File: src/rtl/ambilight_pkg.sv
// Shared types, WS2812 timing constants and the ns-to-cycle helper.
package ambilight_pkg;

    localparam int unsigned T0H_NS    = 400;
    localparam int unsigned T1H_NS    = 800;
    localparam int unsigned TBIT_NS   = 1250;
    localparam int unsigned WORD_BITS = 24;

    typedef enum logic [1:0] {
        ST_GAP,
        ST_IDLE,
        ST_CAPTURE,
        ST_SHIFT
    } state_t;

    typedef struct packed {
        logic [7:0] r;
        logic [7:0] g;
        logic [7:0] b;
    } rgb_t;

    // Convert a duration in ns to clk cycles, rounded to nearest.
    function automatic int unsigned ns_to_cyc(input int unsigned clk_hz, input int unsigned ns);
        return 32'((64'(clk_hz) * 64'(ns) + 64'd500_000_000) / 64'd1_000_000_000);
    endfunction

endpackage

File: src/rtl/led_data_gen_if.sv
// Word handshake between the colour source and the LED serialiser.
interface led_data_gen_if;
    import ambilight_pkg::*;

    rgb_t avg_rgb;
    logic trig;
    logic nxt;
    logic t_valid;
    logic rdy;

    modport master (output avg_rgb, output trig, input nxt, input t_valid, input rdy);
    modport slave  (input avg_rgb, input trig, output nxt, output t_valid, output rdy);

endinterface

File: src/rtl/ws2812_bit_tx.sv
// Single-bit WS2812 waveform generator: high for T0H/T1H, low to T_BIT.
module ws2812_bit_tx #(
    parameter int unsigned CLK_HZ = 100_000_000
) (
    input  logic clk,
    input  logic rst,
    input  logic start,
    input  logic bit_val,
    output logic done_c,
    output logic dout
);
    import ambilight_pkg::*;

    localparam int unsigned T_BIT = ns_to_cyc(CLK_HZ, TBIT_NS);
    localparam int unsigned T0H   = ns_to_cyc(CLK_HZ, T0H_NS);
    localparam int unsigned T1H   = ns_to_cyc(CLK_HZ, T1H_NS);
    localparam int unsigned CW    = $clog2(T_BIT + 1);

    logic          busy;
    logic          bit_q;
    logic [CW-1:0] cnt;
    logic [CW-1:0] cnt_inc_c;
    logic [CW-1:0] th_c;

    assign cnt_inc_c = cnt + CW'(1);
    assign th_c      = bit_q ? CW'(T1H) : CW'(T0H);
    // Last cycle of the bit; a restart here keeps bits back to back.
    assign done_c    = busy && (cnt == CW'(T_BIT - 1));

    // Bit timer and registered line output.
    always_ff @(posedge clk) begin
        if (rst) begin
            busy  <= 1'b0;
            bit_q <= 1'b0;
            cnt   <= '0;
            dout  <= 1'b0;
        end else if (start) begin
            busy  <= 1'b1;
            bit_q <= bit_val;
            cnt   <= '0;
            dout  <= 1'b1;
        end else if (done_c) begin
            busy  <= 1'b0;
            dout  <= 1'b0;
        end else if (busy) begin
            cnt   <= cnt_inc_c;
            dout  <= (cnt_inc_c < th_c);
        end
    end

endmodule

File: src/rtl/led_data_gen.sv
// WS2812 frame generator: word handshake, GRB shift and latch gap.
module led_data_gen #(
    parameter int unsigned CLK_HZ   = 100_000_000,
    parameter int unsigned NUM_LEDS = 39,
    parameter int unsigned T_RST_NS = 80_000
) (
    input  logic          clk,
    input  logic          rst,
    led_data_gen_if.slave up,
    output logic          led_dout
);
    import ambilight_pkg::*;

    localparam int unsigned T_RST = ns_to_cyc(CLK_HZ, T_RST_NS);
    localparam int unsigned GW    = $clog2(T_RST + 1);
    localparam int unsigned LW    = $clog2(NUM_LEDS + 1);
    localparam int unsigned BW    = $clog2(WORD_BITS + 1);

    state_t               state, state_n;
    logic [GW-1:0]        gap_cnt, gap_cnt_n;
    logic [LW-1:0]        led_cnt, led_cnt_n;
    logic [BW-1:0]        bit_cnt, bit_cnt_n;
    logic [WORD_BITS-1:0] shreg, shreg_n;
    logic                 nxt, nxt_n;
    logic                 t_valid, t_valid_n;
    logic                 rdy, rdy_n;
    logic                 trig_m, trig_s;
    logic                 start_c;
    logic                 done_c;
    logic [LW-1:0]        led_inc_c;

    assign up.nxt     = nxt;
    assign up.t_valid = t_valid;
    assign up.rdy     = rdy;

    // State, counters, registered handshake outputs and trig synchroniser.
    always_ff @(posedge clk) begin
        if (rst) begin
            state   <= ST_GAP;
            gap_cnt <= '0;
            led_cnt <= '0;
            bit_cnt <= '0;
            shreg   <= '0;
            nxt     <= 1'b0;
            t_valid <= 1'b0;
            rdy     <= 1'b0;
            trig_m  <= 1'b0;
            trig_s  <= 1'b0;
        end else begin
            state   <= state_n;
            gap_cnt <= gap_cnt_n;
            led_cnt <= led_cnt_n;
            bit_cnt <= bit_cnt_n;
            shreg   <= shreg_n;
            nxt     <= nxt_n;
            t_valid <= t_valid_n;
            rdy     <= rdy_n;
            trig_m  <= up.trig;
            trig_s  <= trig_m;
        end
    end

    // Next-state and next-output logic.
    always_comb begin
        state_n   = state;
        gap_cnt_n = gap_cnt;
        led_cnt_n = led_cnt;
        bit_cnt_n = bit_cnt;
        shreg_n   = shreg;
        nxt_n     = nxt;
        t_valid_n = t_valid;
        rdy_n     = rdy;
        start_c   = 1'b0;
        led_inc_c = led_cnt + LW'(1);

        case (state)
            ST_GAP: begin
                if (gap_cnt == GW'(T_RST - 1)) begin
                    gap_cnt_n = '0;
                    led_cnt_n = '0;
                    nxt_n     = 1'b1;
                    rdy_n     = 1'b1;
                    state_n   = ST_IDLE;
                end else begin
                    gap_cnt_n = gap_cnt + GW'(1);
                end
            end
            ST_IDLE: begin
                if (trig_s) begin
                    shreg_n   = {up.avg_rgb.g, up.avg_rgb.r, up.avg_rgb.b};
                    nxt_n     = 1'b0;
                    rdy_n     = 1'b0;
                    t_valid_n = 1'b1;
                    state_n   = ST_CAPTURE;
                end
            end
            ST_CAPTURE: begin
                // First bit launches on the same edge t_valid drops.
                if (!trig_s) begin
                    t_valid_n = 1'b0;
                    start_c   = 1'b1;
                    shreg_n   = shreg << 1;
                    bit_cnt_n = BW'(1);
                    state_n   = ST_SHIFT;
                end
            end
            ST_SHIFT: begin
                if (done_c) begin
                    if (bit_cnt == BW'(WORD_BITS)) begin
                        bit_cnt_n = '0;
                        led_cnt_n = led_inc_c;
                        if (led_inc_c < LW'(NUM_LEDS)) begin
                            nxt_n   = 1'b1;
                            state_n = ST_IDLE;
                        end else begin
                            state_n = ST_GAP;
                        end
                    end else begin
                        start_c   = 1'b1;
                        shreg_n   = shreg << 1;
                        bit_cnt_n = bit_cnt + BW'(1);
                    end
                end
            end
            default: state_n = ST_GAP;
        endcase
    end

    ws2812_bit_tx #(
        .CLK_HZ (CLK_HZ)
    ) u_bit_tx (
        .clk     (clk),
        .rst     (rst),
        .start   (start_c),
        .bit_val (shreg[WORD_BITS-1]),
        .done_c  (done_c),
        .dout    (led_dout)
    );

endmodule

File: src/flat_wrapper.sv
// flat-port wrapper written by rule: the top's interface ports become plain ports
module led_data_gen_flat import ambilight_pkg::*;
#(
    parameter int unsigned CLK_HZ   = 100_000_000,
    parameter int unsigned NUM_LEDS = 39,
    parameter int unsigned T_RST_NS = 80_000
)
  (clk, rst, led_dout, up_avg_rgb, up_trig, up_nxt, up_t_valid, up_rdy);
  led_data_gen_if up_i ();
  input  logic clk;
  input  logic rst;
  output logic led_dout;
  input wire logic [$bits(up_i.avg_rgb)-1:0] up_avg_rgb;
  input wire logic [$bits(up_i.trig)-1:0] up_trig;
  output wire logic [$bits(up_i.nxt)-1:0] up_nxt;
  output wire logic [$bits(up_i.t_valid)-1:0] up_t_valid;
  output wire logic [$bits(up_i.rdy)-1:0] up_rdy;
  assign up_i.avg_rgb = up_avg_rgb;
  assign up_i.trig = up_trig;
  assign up_nxt = up_i.nxt;
  assign up_t_valid = up_i.t_valid;
  assign up_rdy = up_i.rdy;
  led_data_gen #(.CLK_HZ(CLK_HZ), .NUM_LEDS(NUM_LEDS), .T_RST_NS(T_RST_NS)) u_core (.clk(clk), .rst(rst), .up(up_i), .led_dout(led_dout));
endmodule
File: config.mk
export PLATFORM = sky130hd
export DESIGN_NAME = led_data_gen_flat
export DESIGN_NICKNAME = d
export VERILOG_FILES = /design/src/rtl/ambilight_pkg.sv /design/src/rtl/led_data_gen_if.sv /design/src/rtl/ws2812_bit_tx.sv /design/src/rtl/led_data_gen.sv /design/src/flat_wrapper.sv
export SDC_FILE = /design/constraint.sdc
export NUM_CORES = 1
export LEC_CHECK = 0
export CELL_PAD_IN_SITES_DETAIL_PLACEMENT = 0
export CELL_PAD_IN_SITES_GLOBAL_PLACEMENT = 2
export CORE_MARGIN = 5
export CORE_UTILIZATION = 34
export CTS_CLUSTER_DIAMETER = 60
export DETAILED_ROUTE_END_ITERATION = 8
export PLACE_DENSITY_LB_ADDON = 0.1
export SYNTH_ARGS = -nofsm -noshare
export SYNTH_HDL_FRONTEND = slang
export SYNTH_SLANG_ARGS = --single-unit
File: constraint.sdc
create_clock -name clk -period 2.8 [get_ports clk]
set_input_delay 0.56 -clock clk [delete_from_list [all_inputs] [get_ports clk]]
set_output_delay 0.56 -clock clk [all_outputs]
set_load 0.05 [all_outputs]
-- After elaboration in Yosys (flattened, before gate mapping)
Cells that the tools add are included.
- flip-flop bits (word level): 65
- input port bits: 27
- output and inout bits: 4
- add/sub/neg operators: 4
- order comparisons: 2
- equality and inequality tests: 13
- multiplexer cells: 41
- bitwise logic cells: 1
- reductions and logical operators: 19
- operator list (kind ; count):
    $mux W24 ; 4
    $pmux W24 S3 ; 1
    $mux W6 ; 3
    $mux W1 ; 16
    $mux W5 ; 3
    $add A13 B1 Y13 const B ; 1
    $eq A13 B13 Y1 const B ; 1
    $mux W13 ; 1
    $pmux W6 S2 ; 1
    $mux W2 ; 5
    $ne A2 B1 Y1 const B ; 5
    $pmux W5 S2 ; 1
    $reduce_and A5 Y1 ; 2
    $reduce_bool A2 Y1 ; 5
    $reduce_and A3 Y1 ; 3
    $reduce_bool A3 Y1 ; 3
    $pmux W2 S4 ; 1
    $add A7 B1 Y7 const B ; 1
    $eq A7 B7 Y1 const B ; 1
    $lt A7 B7 Y1 ; 1
    $mux W7 ; 1
    $add A6 B1 Y6 const B ; 1
    $lt A6 B6 Y1 const B ; 1
    $pmux W1 S2 ; 3
    other kinds (13) ; 15

-- Depth between registers and ports, before layout
- word-level depth: 6
- mapped depth: 10

-- Hierarchy
Synthesis repeated with hierarchy kept, for this count alone.
- cell total of the unflattened synthesis: 419
- area, all modules: 3368.2 um^2
- by module, submodules not included (module ; times used ; cells each ; area an instance (um^2)):
    led_data_gen ; 1 ; 349 ; 2768.9
    ws2812_bit_tx ; 1 ; 70 ; 599.3

-- Least setup slack after synthesis
OpenSTA, ideal clock, no wires.
- path kind: reg-to-reg
- start: register u_core.bit_cnt[0]
- end: register u_core.state[0]
- setup time: 0.134 ns
- arrival time: 2.031 ns
- data required time: 2.666 ns
- setup slack: 0.635 ns
- stages on the path, launching flop included: 8
- buffers on the path: 0
- clock period less this slack: 2.165 ns
- cell sequence: dfxtp_1 inv_1 ha_1 nand4b_1 or3_2 a211o_2 a2111oi_0 nor4_1
- longest elaborated chain between the ends: 3
- ends and longest elaborated chain (element ; line ; text):
    start, declared ; led_data_gen.sv:22 ; logic [BW-1:0] bit_cnt, bit_cnt_n;
    start signal, assigned ; led_data_gen.sv:53 ; bit_cnt <= bit_cnt_n;
    $eq A5 B5 Y1 ; led_data_gen.sv:109 ; if (bit_cnt == BW'(WORD_BITS)) begin
    $ne A2 B1 Y1 (no line) ; n/a ;
    $reduce_and A5 Y1 (no line) ; n/a ;
    end signal, assigned ; led_data_gen.sv:50 ; state <= state_n;
    end, declared ; led_data_gen.sv:19 ; state_t state, state_n;
Every way passes these cells.
A chain may end at the register's enable or synchronous reset.

-- Worst setup path in the final report
- start: register u_core.u_bit_tx.cnt[0]
- end: register u_core.state[0]
- longest elaborated chain between the ends: 4
- ends and longest elaborated chain (element ; line ; text):
    start, declared ; ws2812_bit_tx.sv:21 ; logic [CW-1:0] cnt;
    start signal, assigned ; ws2812_bit_tx.sv:46 ; cnt <= cnt_inc_c;
    $eq A7 B7 Y1 ; ws2812_bit_tx.sv:28 ; assign done_c = busy && (cnt == CW'(T_BIT - 1));
    $logic_and A1 B1 Y1 ; ws2812_bit_tx.sv:28 ;
    $ne A2 B1 Y1 (no line) ; n/a ;
    $reduce_and A5 Y1 (no line) ; n/a ;
Every way passes these cells.

==> results.txt <==
- The run finished with clean final reports.
- Once the clock tree was built, the setup fixing pass inserted 0 buffers.
* Sequential share of power: 0.423
- For this design the ratio of total power to cell area is 716 nW/um2.
* Post-Route Setup TNS: 0 ns
* Final Cycle Share: 0.848
- Maximum net fanout on the critical path: 8
- Synthesis Warnings: 0
- Clock sink count: 65
* NumNets Final: 469
- Count of input and output buffers: 30
- Gates resized, CTS repair: 0
* Fin. Hold Viols: 0
- Measured along the y axis, the die boundary spans 108 um.
* Final estimated routing congestion in global placement: 0.730
* Number of diodes: 0
- First drt pass iteration count: 4
- Die Span X: 108 um
- In this run the count of I/O pins placed on the die edge is 31.
- Highest clock rate: 421 MHz
* Switching power as a share of total power: 0.298
* HPWL Detailed: 5160 um
- By startpoint and endpoint, the worst setup path is classified as register to register.
- Across the run, the number of max-cap violations was 0.
- After global routing the overflow that remains totals 0.
- Synthesized instance count: 403
- Initial antenna violation count: 0
- The share of the Yosys chip area taken by registers is 0.395.
- The first routing iteration left 80 violations.
* Remaining max-slew budget at the tightest pin: 0.549
* Syn_area_per_cell: 8.17 um2
- Number of global-route vias before repair: 2,743
- Synthesized Nets: 444
- The critical path starts at u_core.u_bit_tx.cnt[0]$_SDFFE_PP0P_.
* CTS Buf Count: 9
- For the worst setup path, the data arrival time is 2.59 ns.
- After detailed routing, the average wire length per cell comes to 13.4 um.
- TritonCTS built the clock tree.
- The clock period could shrink to 2.37 ns.
* Reg2Reg Launch Point: u_core.u_bit_tx.cnt[0]$_SDFFE_PP0P_
- For this configuration, the core starts out at a cell density of 0.343.
* Synth Register Bits: 65
* Count of final max-slew check failures: 0
- Final setup skew: 0.0129 ns
* Cell at the root of the clock tree: sky130_fd_sc_hd__clkbuf_8
* Via-to-Cell Ratio: 5.00
- At the placement stage, the worst setup path has a slack of 0.453 ns.
* Total number of H-tree levels: 3
* Worst IR drop on VDD: 0.232 mV
- The routed layout has 2,830 vias.
- Final setup violation count: 0
- Entering global routing, the biggest net connects 49 pins.
- Detailed-route DRC error count: 0
- Reported leakage power: 1.37 nW
* Fraction of layout cells with a size suffix above 1: 0.0739
- Required @ worst endpoint: 3.02 ns
- The startpoint identified for the worst hold timing path is u_core.trig_m$_SDFF_PP0_.
- Worst-margin pin slew: 0.668 ns
* Total internal power: 1.99 mW
* Synthesized area: 3290 um2
- Clock latency on the worst-skew pair: 0.35 ns
- Yosys mapped the design onto 49 distinct sky130hd cell types.
- Post-DRT Antenna Nets: 0
- Post-CTS clock slew at the launch and capture registers of the worst setup and hold paths: 0.08 ns
- Global-route wire length before repair: 12,800 um
- From synthesis to final layout, the design area changed by 20.6%.
* Global router's overall resource usage: 0.137
- Switching power: 0.848 mW
- Nature of the critical path startpoint: register
- PnR worst setup slack: 0.427 ns
- Cts hold-fix bufs: 0
- Post-layout util: 0.414
* Number of placement rows: 36
- Nature of the critical path endpoint: register
- The core region is 9590 um2.
* Die area: 11,800 um2
- Number of buffers on the longest clock path: 2
* Routed WL: 7600 um
* Combinational Power Share: 0.255
* Class of the worst hold path: register to register
- Clock share of power: 0.321
- Setup repair after global routing missed its margin: false
through the flow:
stage	power [mW]	hold slack, ns	cells	area, um2
after floorplan	1.74	0.414	403	3290
after global placement	1.94	0.423	550	3750
after detailed placement	1.96	0.437	550	3750
after CTS	2.87	0.454	566	3970
after global routing	3.02	0.496	566	3970
final	2.84	0.451	566	3970
worst max-delay path: stages, from the launching register on:
cell	delay (ns)
sky130_fd_sc_hd__dfxtp_1	0.33
sky130_fd_sc_hd__inv_1	0.09
sky130_fd_sc_hd__ha_1	0.17
sky130_fd_sc_hd__nand4_2	0.22
sky130_fd_sc_hd__or3_2	0.57
sky130_fd_sc_hd__a211o_2	0.38
sky130_fd_sc_hd__a2111oi_0	0.39
sky130_fd_sc_hd__nor4_1	0.09
layout make-up:
cell class	count	area (um2)
repair buffers	39	380
clock inverters	2	60.1
fillers	996	5620
well taps	133	166
clock buffers	14	163
multi-input cells	298	1840
flip-flops and latches	65	1300
inverters	15	56.3
state kept, by name, indices dropped and copies added (netlist names):
name                   cells
u_core.trig_s              1
u_core.u_bit_tx.busy       1
u_core.gap_cnt            13
u_core.up.rdy              1
u_core.bit_cnt             5
u_core.shreg              24
u_core.led_cnt             6
u_core.up.t_valid          1
u_core.u_bit_tx.bit_q      1
u_core.up.nxt              1
u_core.trig_m              1
u_core.u_bit_tx.dout       1
u_core.u_bit_tx.cnt        7
u_core.state               2
cell usage after synthesis, drive strengths merged:
| cell | instances | area share |
|---|---|---|
| nand2b | 4 | 0.0076 |
| nand4 | 9 | 0.019 |
| nand2 | 37 | 0.042 |
| o22ai | 1 | 0.0019 |
| o31a | 1 | 0.0027 |
| nor2b | 6 | 0.011 |
| o41a | 1 | 0.0065 |
| a311oi | 23 | 0.061 |
| o21a | 2 | 0.0046 |
| and4b | 1 | 0.0030 |
| nand3 | 9 | 0.014 |
| nand4b | 1 | 0.0027 |
| o21bai | 2 | 0.0046 |
| mux2i | 4 | 0.012 |
| a21boi | 1 | 0.0023 |
| a211oi | 5 | 0.011 |
| or3b | 2 | 0.0061 |
| o31ai | 3 | 0.0068 |
| xor2 | 11 | 0.029 |
| or3 | 3 | 0.0076 |
| buf | 3 | 0.0042 |
| and2 | 3 | 0.0057 |
| nor4 | 3 | 0.0057 |
| o32ai | 1 | 0.0027 |
| inv | 15 | 0.017 |
| a2111oi | 2 | 0.0053 |
| nor2 | 63 | 0.072 |
| clkbuf | 22 | 0.025 |
| ha | 14 | 0.053 |
| a31oi | 1 | 0.0019 |
| o41ai | 2 | 0.0053 |
| o21ai | 37 | 0.056 |
| a41oi | 1 | 0.0027 |
| a21oi | 12 | 0.018 |
| a211o | 2 | 0.0057 |
| dfxtp | 65 | 0.40 |
| nor3 | 9 | 0.014 |
| o2bb2ai | 1 | 0.0027 |
| xnor2 | 14 | 0.037 |
| or2 | 3 | 0.0057 |
| a21o | 2 | 0.0046 |
| and3 | 2 | 0.0038 |
layer usage:
| layer | share of wire | track usage | vias to the layer above |
|---|---|---|---|
| met2 | 0.47 | 0.225 | 33 |
| met1 | 0.49 | 0.171 | 1313 |
| met3 | 0.028 | 0.0358 | 11 |
| met5 | 0 | 0 | - |
| met4 | 0.015 | 0.0541 | 0 |
| li1 | - | - | 1473 |
cells by family after synthesis:
kind of cell	after synthesis	share of synthesized area
compound gates	100	0.207
buf+inv	40	0.0464
flops	65	0.395
mux	4	0.0122
fa+ha+maj	14	0.0532
xor+xnor	25	0.0665
simple gates	155	0.220
worst paths after layout:
path,end,slack [ns],cells past startpoint
max reg2reg,u_core.state[0]$_SDFFE_PP0P_,0.43,7
min reg2reg,u_core.trig_s$_SDFF_PP0_,0.45,1
min,u_core.trig_s$_SDFF_PP0_,0.45,1
max,u_core.state[0]$_SDFFE_PP0P_,0.43,7
cells in the final DEF (no fill, tap or decap), drive strengths merged, types with 3 or more instances in the layout:
| cell type | count |
|---|---|
| a311oi | 23 |
| nor3 | 9 |
| clkdlybuf4s50 | 30 |
| nor4 | 3 |
| nand2b | 4 |
| a211oi | 5 |
| clkbuf | 14 |
| nand3 | 9 |
| nor2 | 63 |
| a21oi | 12 |
| o31ai | 3 |
| mux2i | 4 |
| inv | 15 |
| xnor2 | 14 |
| nand4 | 9 |
| ha | 14 |
| and2 | 3 |
| xor2 | 11 |
| buf | 9 |
| or3 | 3 |
| or2 | 3 |
| dfxtp | 65 |
| nor2b | 6 |
| o21ai | 37 |
| nand2 | 37 |
power by group through the flow:
| stage | Combinational [mW] | Sequential (mW) | Clock [mW] |
|---|---|---|---|
| floorplan | 0.519 | 1.22 | 0 |
| global placement | 0.721 | 1.22 | 0 |
| detailed placement | 0.732 | 1.22 | 0 |
| CTS | 0.735 | 1.20 | 0.935 |
| global route | 0.818 | 1.23 | 0.978 |
| finish | 0.726 | 1.20 | 0.913 |
Power figures use the tool's default switching activity.
